===== config.mk =====
export PLATFORM = sky130hd
export DESIGN_NAME = icache_nb_ctrl
export DESIGN_NICKNAME = d
export VERILOG_FILES = /design/src/rtl/icache_nb_ctrl.sv
export SDC_FILE = /design/constraint.sdc
export NUM_CORES = 2
export LEC_CHECK = 0
export BUFFER_PORTS_ARGS = -buffer_cell sky130_fd_sc_hd__buf_2
export CAP_MARGIN = 25
export CORE_MARGIN = 1
export CORE_UTILIZATION = 40
export DETAILED_ROUTE_END_ITERATION = 12
export HOLD_SLACK_MARGIN = 0.1
export SYNTH_ARGS = -nofsm -noshare
export SYNTH_HDL_FRONTEND = slang
export SYNTH_SLANG_ARGS = --single-unit
export TNS_END_PERCENT = 5

===== constraint.sdc =====
create_clock -name clock -period 11.3 [get_ports clock]
set_input_delay 2.825 -clock clock [delete_from_list [all_inputs] [get_ports clock]]
set_output_delay 2.825 -clock clock [all_outputs]
set_load 0.01 [all_outputs]

===== src/rtl/icache_nb_ctrl.sv =====
// Non-blocking direct-mapped instruction cache controller: tag/valid arrays, tag-indexed
// miss table with squash, cross-port miss merging and a skipping next-line prefetcher.
module icache_nb_ctrl #(
    parameter int unsigned N_PORTS        = 2,
    parameter int unsigned ADDR_BITS      = 16,
    parameter int unsigned NUM_SETS       = 32,
    parameter int unsigned MEM_TAG_BITS   = 4,
    parameter int unsigned PREFETCH_DEPTH = 2,
    localparam int unsigned IDX_W         = $clog2(NUM_SETS),
    localparam int unsigned TAG_W         = ADDR_BITS - IDX_W - 3
) (
    input  logic                                clock,
    input  logic                                reset_n,
    input  logic [N_PORTS-1:0]                  proc2Icache_en,
    input  logic [N_PORTS-1:0][ADDR_BITS-1:0]   proc2Icache_addr,
    input  logic                                flush,
    input  logic [MEM_TAG_BITS-1:0]             Imem2proc_transaction_tag,
    input  logic [MEM_TAG_BITS-1:0]             Imem2proc_data_tag,
    output logic [1:0]                          proc2Imem_command,
    output logic [ADDR_BITS-1:0]                proc2Imem_addr,
    output logic [N_PORTS-1:0]                  Icache_valid_out,
    output logic [N_PORTS-1:0][IDX_W-1:0]       rd_idx,
    output logic [IDX_W-1:0]                    wr_idx,
    output logic                                data_write_enable,
    output logic                                mshr_full,
    output logic [31:0]                         miss_count
);

    localparam int unsigned LINE_W = ADDR_BITS - 3;
    localparam int unsigned N_MSHR = 1 << MEM_TAG_BITS;
    localparam int unsigned CNT_W  = $clog2(PREFETCH_DEPTH + 2);
    localparam logic [1:0]  MEM_NONE = 2'd0;
    localparam logic [1:0]  MEM_LOAD = 2'd1;

    logic [NUM_SETS-1:0]     r_valid;
    logic [TAG_W-1:0]        r_tag [NUM_SETS];
    logic [N_MSHR-1:0]       r_mshr_valid;
    logic [N_MSHR-1:0]       r_mshr_squash;
    logic [LINE_W-1:0]       r_mshr_line [N_MSHR];
    logic [LINE_W-1:0]       r_pf_line;
    logic [CNT_W-1:0]        r_pf_cnt;
    logic [31:0]             r_miss_count;

    logic [LINE_W-1:0]       w_line [N_PORTS];
    logic [N_PORTS-1:0]      w_hit;
    logic [N_PORTS-1:0]      w_pend;
    logic [N_PORTS-1:0]      w_need;
    logic [N_PORTS-1:0]      w_unused_off;
    logic                    w_dem_valid;
    logic [LINE_W-1:0]       w_dem_line;
    logic [IDX_W-1:0]        w_pf_idx;
    logic                    w_pf_cached;
    logic                    w_pf_pend;
    logic                    w_pf_ok;
    logic                    w_pf_skip;
    logic                    w_full;
    logic                    w_issue;
    logic                    w_accept;
    logic [LINE_W-1:0]       w_req_line;
    logic                    w_resp;

    for (genvar p = 0; p < N_PORTS; p++) begin : g_port
        assign w_line[p]       = proc2Icache_addr[p][ADDR_BITS-1:3];
        assign rd_idx[p]       = w_line[p][IDX_W-1:0];
        assign w_hit[p]        = proc2Icache_en[p] & r_valid[w_line[p][IDX_W-1:0]]
                                 & (r_tag[w_line[p][IDX_W-1:0]] == w_line[p][LINE_W-1:IDX_W]);
        assign w_unused_off[p] = |proc2Icache_addr[p][2:0];
    end

    always_comb begin
        w_pend    = '0;
        w_pf_pend = 1'b0;
        // Entry 0 is never allocated, so scanning it is harmless.
        for (int t = 0; t < N_MSHR; t++) begin
            for (int p = 0; p < N_PORTS; p++) begin
                if (r_mshr_valid[t] && (r_mshr_line[t] == w_line[p])) w_pend[p] = 1'b1;
            end
            if (r_mshr_valid[t] && (r_mshr_line[t] == r_pf_line)) w_pf_pend = 1'b1;
        end
        w_need = proc2Icache_en & ~w_hit & ~w_pend;

        // Descending scan so the lowest-numbered missing port wins.
        w_dem_valid = 1'b0;
        w_dem_line  = '0;
        for (int p = N_PORTS - 1; p >= 0; p--) begin
            if (w_need[p]) begin
                w_dem_valid = 1'b1;
                w_dem_line  = w_line[p];
            end
        end

        w_pf_idx    = r_pf_line[IDX_W-1:0];
        w_pf_cached = r_valid[w_pf_idx] & (r_tag[w_pf_idx] == r_pf_line[LINE_W-1:IDX_W]);
        w_pf_ok     = (r_pf_cnt != '0) & ~w_pf_cached & ~w_pf_pend;
        w_pf_skip   = (r_pf_cnt != '0) & (w_pf_cached | w_pf_pend);
        w_full      = &r_mshr_valid[N_MSHR-1:1];
        w_issue     = reset_n & (w_dem_valid | w_pf_ok) & ~w_full & ~flush;
        w_req_line  = w_dem_valid ? w_dem_line : r_pf_line;
        w_accept    = w_issue & (Imem2proc_transaction_tag != '0);
        w_resp      = (Imem2proc_data_tag != '0) & r_mshr_valid[Imem2proc_data_tag];

        proc2Imem_command = w_issue ? MEM_LOAD : MEM_NONE;
        proc2Imem_addr    = w_issue ? {w_req_line, 3'b000} : '0;
        data_write_enable = w_resp & ~r_mshr_squash[Imem2proc_data_tag];
        wr_idx            = r_mshr_line[Imem2proc_data_tag][IDX_W-1:0];
    end

    assign Icache_valid_out = w_hit;
    assign mshr_full        = w_full;
    assign miss_count       = r_miss_count;

    always_ff @(posedge clock or negedge reset_n) begin
        if (!reset_n) begin
            r_valid       <= '0;
            r_mshr_valid  <= '0;
            r_mshr_squash <= '0;
            r_pf_line     <= '0;
            r_pf_cnt      <= '0;
            r_miss_count  <= '0;
            for (int i = 0; i < NUM_SETS; i++) r_tag[i] <= '0;
            for (int t = 0; t < N_MSHR; t++) r_mshr_line[t] <= '0;
        end else begin
            if (w_resp) begin
                r_mshr_valid[Imem2proc_data_tag] <= 1'b0;
                if (!r_mshr_squash[Imem2proc_data_tag]) begin
                    r_valid[wr_idx] <= 1'b1;
                    r_tag[wr_idx]   <= r_mshr_line[Imem2proc_data_tag][LINE_W-1:IDX_W];
                end
            end
            // Later assignment lets a same-tag allocation override the response clear.
            if (w_accept) begin
                r_mshr_valid[Imem2proc_transaction_tag]  <= 1'b1;
                r_mshr_squash[Imem2proc_transaction_tag] <= 1'b0;
                r_mshr_line[Imem2proc_transaction_tag]   <= w_req_line;
            end
            if (w_accept && w_dem_valid) begin
                r_pf_line <= w_dem_line + LINE_W'(1);
                r_pf_cnt  <= CNT_W'(PREFETCH_DEPTH);
                if (r_miss_count != '1) r_miss_count <= r_miss_count + 32'd1;
            end else if (w_accept || w_pf_skip) begin
                r_pf_line <= r_pf_line + LINE_W'(1);
                r_pf_cnt  <= r_pf_cnt - CNT_W'(1);
            end
            if (flush) begin
                r_valid       <= '0;
                r_mshr_squash <= r_mshr_squash | r_mshr_valid;
                r_pf_cnt      <= '0;
            end
        end
    end

endmodule


==> metrics.csv <==
metric,value,unit
Yosys warning count,0,
top cell type's share of synthesized area,36.6,%
cell taking the most area after synthesis,dfrtp_1,
Tcrit/Tclk final,92.7,%
total track usage,30.0,%
WP data arrival,7.65,ns
Post-CTS Hold Buffers,0,
Die Y,315,um
initial drt markers,4279,
Antenna Violating Nets Remaining,0,
Buffers on Ports,103,
"Clk Latency, worst-skew pair",0.64,ns
fin. max-slew vios,0,
Final Total Pwr,7.61,mW
status,"finished, violations left",
die width,315,um
initial antenna violation count,4,
CTS Sinks,575,
internal power,4.68,mW
I/O pins,114,
P per Cell Area,176,nW/um^2
Synth async-reset ratio,100,%
Relative slew margins,21.7,%
actual slew at the worst max-slew pin,1.17,ns
Logic pwr share,33.5,%
Switching Fraction,38.5,%
Multi-input gate area,23700,um^2
sw power,2.93,mW
vias in the first global route,29300,
Critical path buffers and inverters,3,
total of max-cap violations,0,
WP data required,8.48,ns
Post-synth EDFFs,0,
1st-pass router iterations,12,
CTS Buf Count,66,
"Avg Cell Area, Syn",11.7,um^2
Setup TNS,0,ns
Post-CTS Setup Bufs,0,
R2R Setup Slk,4.95,ns
Setup Viol. Count Final,0,
"Slowest-stage cell, CP",nor4_1,
total number of vias,30400,
GPL Wtd Cong,0.996,
# DRC,6,
minimum clock period,10.47,ns
maximum vdd ir drop,0.000117,V
largest cells by area after synthesis,"dfrtp_1 (37%), mux4_2 (14%), mux2_2 (13%)",
Final Net Count,3390,
GRT overflow,0,
Cells after Synth,3363,
Setup CP Type,input pin to primary output,
final hold vios,0,
WL met3,16200,um
drt wl/cell,32.1,um
Worst setup EP type,primary output,
Worst Hold Class,flop to flop,
Fillers,9052,
sequential share of power,38.2,%
vias per cell,6.51,
synthesized cell area,39300,um^2
largest fanout on the critical path,41,
Worst Setup Start Kind,input pin,
CTS root buf,clkbuf_16,
crit-path cells,"buf_4, buf_4, xnor2_1, nand4_1, nor4_1, nor4_1, o311ai_0, nor2_1, o41a_1, and3_1, a21oi_1, nand2_1, and2_1, buf_2",
"Top FF cell, synth",dfrtp_1,
maximum clock insertion buffer count,3,
largest net degree at the start of global routing,72,
Netlist cell types,73,
Fmax achieved,95.5,MHz
failing checks,DRC,
clk slew on worst S/H paths,0.06,ns
core area,97000,um^2
H-tree depth,3,
RSZ-0062 raised after global routing,no,
Metal-1 WL,58600,um
metal2 WL,66000,um
CP peak stage delay,0.88,ns
Clock power frac,28.4,%
CTS tree,done,
P&R area growth vs syn,10.0,%
detailed placer's ending HPWL,97400,um
Rows,114,
Final Skew,0.0327,ns
register area,14400,um^2
CP top delay family,simple AND/OR/NAND/NOR gates,
Die ar.,99500,um^2
"Seq/Total Area, Yosys",36.6,%
Initial Utilization,40.5,%
first-pass GRT wire length,216000,um
Synth Register Bits,575,
Pleak,17.8,nW
Highest Signal Layer,met4,
cts repair resizes,0,
Post-Route WL,150000,um
share of layout cells above drive strength 1,31.2,%
## cells by family after synthesis
| family | synth area share [%] |
|---|---|
| multiplexers | 31.8 |
| XOR/XNOR | 15.4 |
| AO/OA/AOI/OAI | 3.75 |
| buffers and inverters | 3.58 |
| flip-flops | 36.6 |
| other | 0.00954 |
| AND/OR/NAND/NOR | 8.80 |
| adder cells (fa/ha/maj) | 0.0955 |
## layout make-up
type	count	area share, %
Clock buffer	96	4.41
Timing Repair Buffer	196	3.11
Tap cell	1276	3.69
Inverter	33	0.287
Sequential cell	575	33.3
Clock inverter	19	0.475
Multi-Input combinational cell	2470	54.7
Antenna cell	1	0.00579
## cells in the final DEF (no fill, tap or decap), types with 8 or more instances in the layout
cell / synthesis / final
buf_2: 68 / 96
mux2i_1: 158 / 158
inv_1: 32 / 32
buf_4: 31 / 88
a22oi_1: 54 / 54
a31oi_1: 18 / 8
nor2_2: 0 / 12
nand2_1: 163 / 163
clkbuf_8: 0 / 12
mux4_2: 249 / 249
o21ai_0: 25 / 25
a21oi_1: 54 / 53
and2_1: 20 / 20
clkinv_2: 0 / 8
dfrtp_1: 575 / 570
nand3_1: 58 / 58
mux2_2: 467 / 467
clkbuf_16: 0 / 67
nor2_1: 116 / 104
nand4_1: 144 / 144
nor4_1: 70 / 70
o31ai_1: 10 / 10
xor2_1: 112 / 112
nand2b_1: 9 / 9
and3_1: 13 / 13
nor3_1: 39 / 37
clkbuf_1: 133 / 17
nor2b_1: 17 / 17
xnor2_1: 577 / 577
a31oi_2: 0 / 10
## power groups by stage
stage / sequential, mW / combinational, mW / clock (mW)
after floorplan: 2.64 / 1.84 / 0
after global placement: 2.90 / 2.45 / 0
after detailed placement: 2.91 / 2.48 / 0
after CTS: 2.87 / 2.49 / 2.18
after global routing: 2.92 / 2.67 / 2.26
final: 2.90 / 2.55 / 2.16
## metal layers
| metal | GRT usage (%) | vias to the layer above |
|---|---|---|
| li1 | - | 12200 |
| met1 | 40.0 | 15600 |
| met2 | 45.1 | 2056 |
| met3 | 7.47 | 466 |
| met4 | 15.7 | 0 |
| met5 | 0 | - |
## synthesized netlist by cell type (10+ instances only)
| cell | number |
|---|---|
| xnor2_1 | 577 |
| dfrtp_1 | 575 |
| mux2_2 | 467 |
| mux4_2 | 249 |
| nand2_1 | 163 |
| mux2i_1 | 158 |
| nand4_1 | 144 |
| clkbuf_1 | 133 |
| nor2_1 | 116 |
| xor2_1 | 112 |
| nor4_1 | 70 |
| buf_2 | 68 |
| nand3_1 | 58 |
| buf_1 | 56 |
| a21oi_1 | 54 |
| a22oi_1 | 54 |
| nor3_1 | 39 |
| inv_1 | 32 |
| buf_4 | 31 |
| o21ai_0 | 25 |
| and2_1 | 20 |
| a31oi_1 | 18 |
| nor2b_1 | 17 |
| and3_1 | 13 |
| o31ai_1 | 10 |
## flip-flops by register name (all words and copies together), names as in the netlist
| name | cells |
|---|---|
| r_mshr_valid | 16 |
| r_mshr_squash | 16 |
| r_tag | 256 |
| miss_count | 32 |
| r_mshr_line | 208 |
| r_pf_cnt | 2 |
| r_pf_line | 13 |
| r_valid | 32 |
## worst reg2reg max path: stages (launching register included)
cell and delay, ns:
dfrtp_4 0.82, buf_12 0.48, mux4_2 0.73, mux4_2 0.48
mux2i_1 0.61, xnor2_1 0.20, nor3_1 0.08, nand3_1 0.12
nand2b_1 0.17, or2_2 0.32, a21oi_1 0.15, buf_4 0.22
and3b_1 0.53, nand3_1 0.77, mux2_2 0.55
## stage by stage
step / area, um^2 / hold slack, ns / cells / setup slack, ns / util, %
floorplan: 39300 / 0.423 / 3366 / 1.63 / -
global placement: 41000 / 0.449 / 4545 / 1.07 / 42.3
detailed placement: 41100 / 0.460 / 4547 / 1.02 / 42.3
CTS: 43200 / 0.473 / 4662 / 1.01 / 44.5
global route: 43200 / 0.495 / 4665 / 0.704 / 44.6
finish: 43200 / 0.470 / 4666 / 0.829 / 44.6
## final timing paths
check                                              from                      endpoint  depth (start not counted)
max                                proc2Icache_addr[19]            proc2Imem_addr[13]                         14
min                        r_mshr_squash[0]$_DFFE_PN0P_  r_mshr_squash[0]$_DFFE_PN0P_                          1
max reg2reg                    r_pf_line[0]$_DFFE_PN0P_   r_mshr_line[26]$_DFFE_PN0P_                         14
min reg2reg                r_mshr_squash[0]$_DFFE_PN0P_  r_mshr_squash[0]$_DFFE_PN0P_                          1
max in group asynchronous                       reset_n      r_pf_line[1]$_DFFE_PN0P_                          5
min in group asynchronous                       reset_n  r_mshr_line[190]$_DFFE_PN0P_                          1
Power figures use the tool's default switching activity.
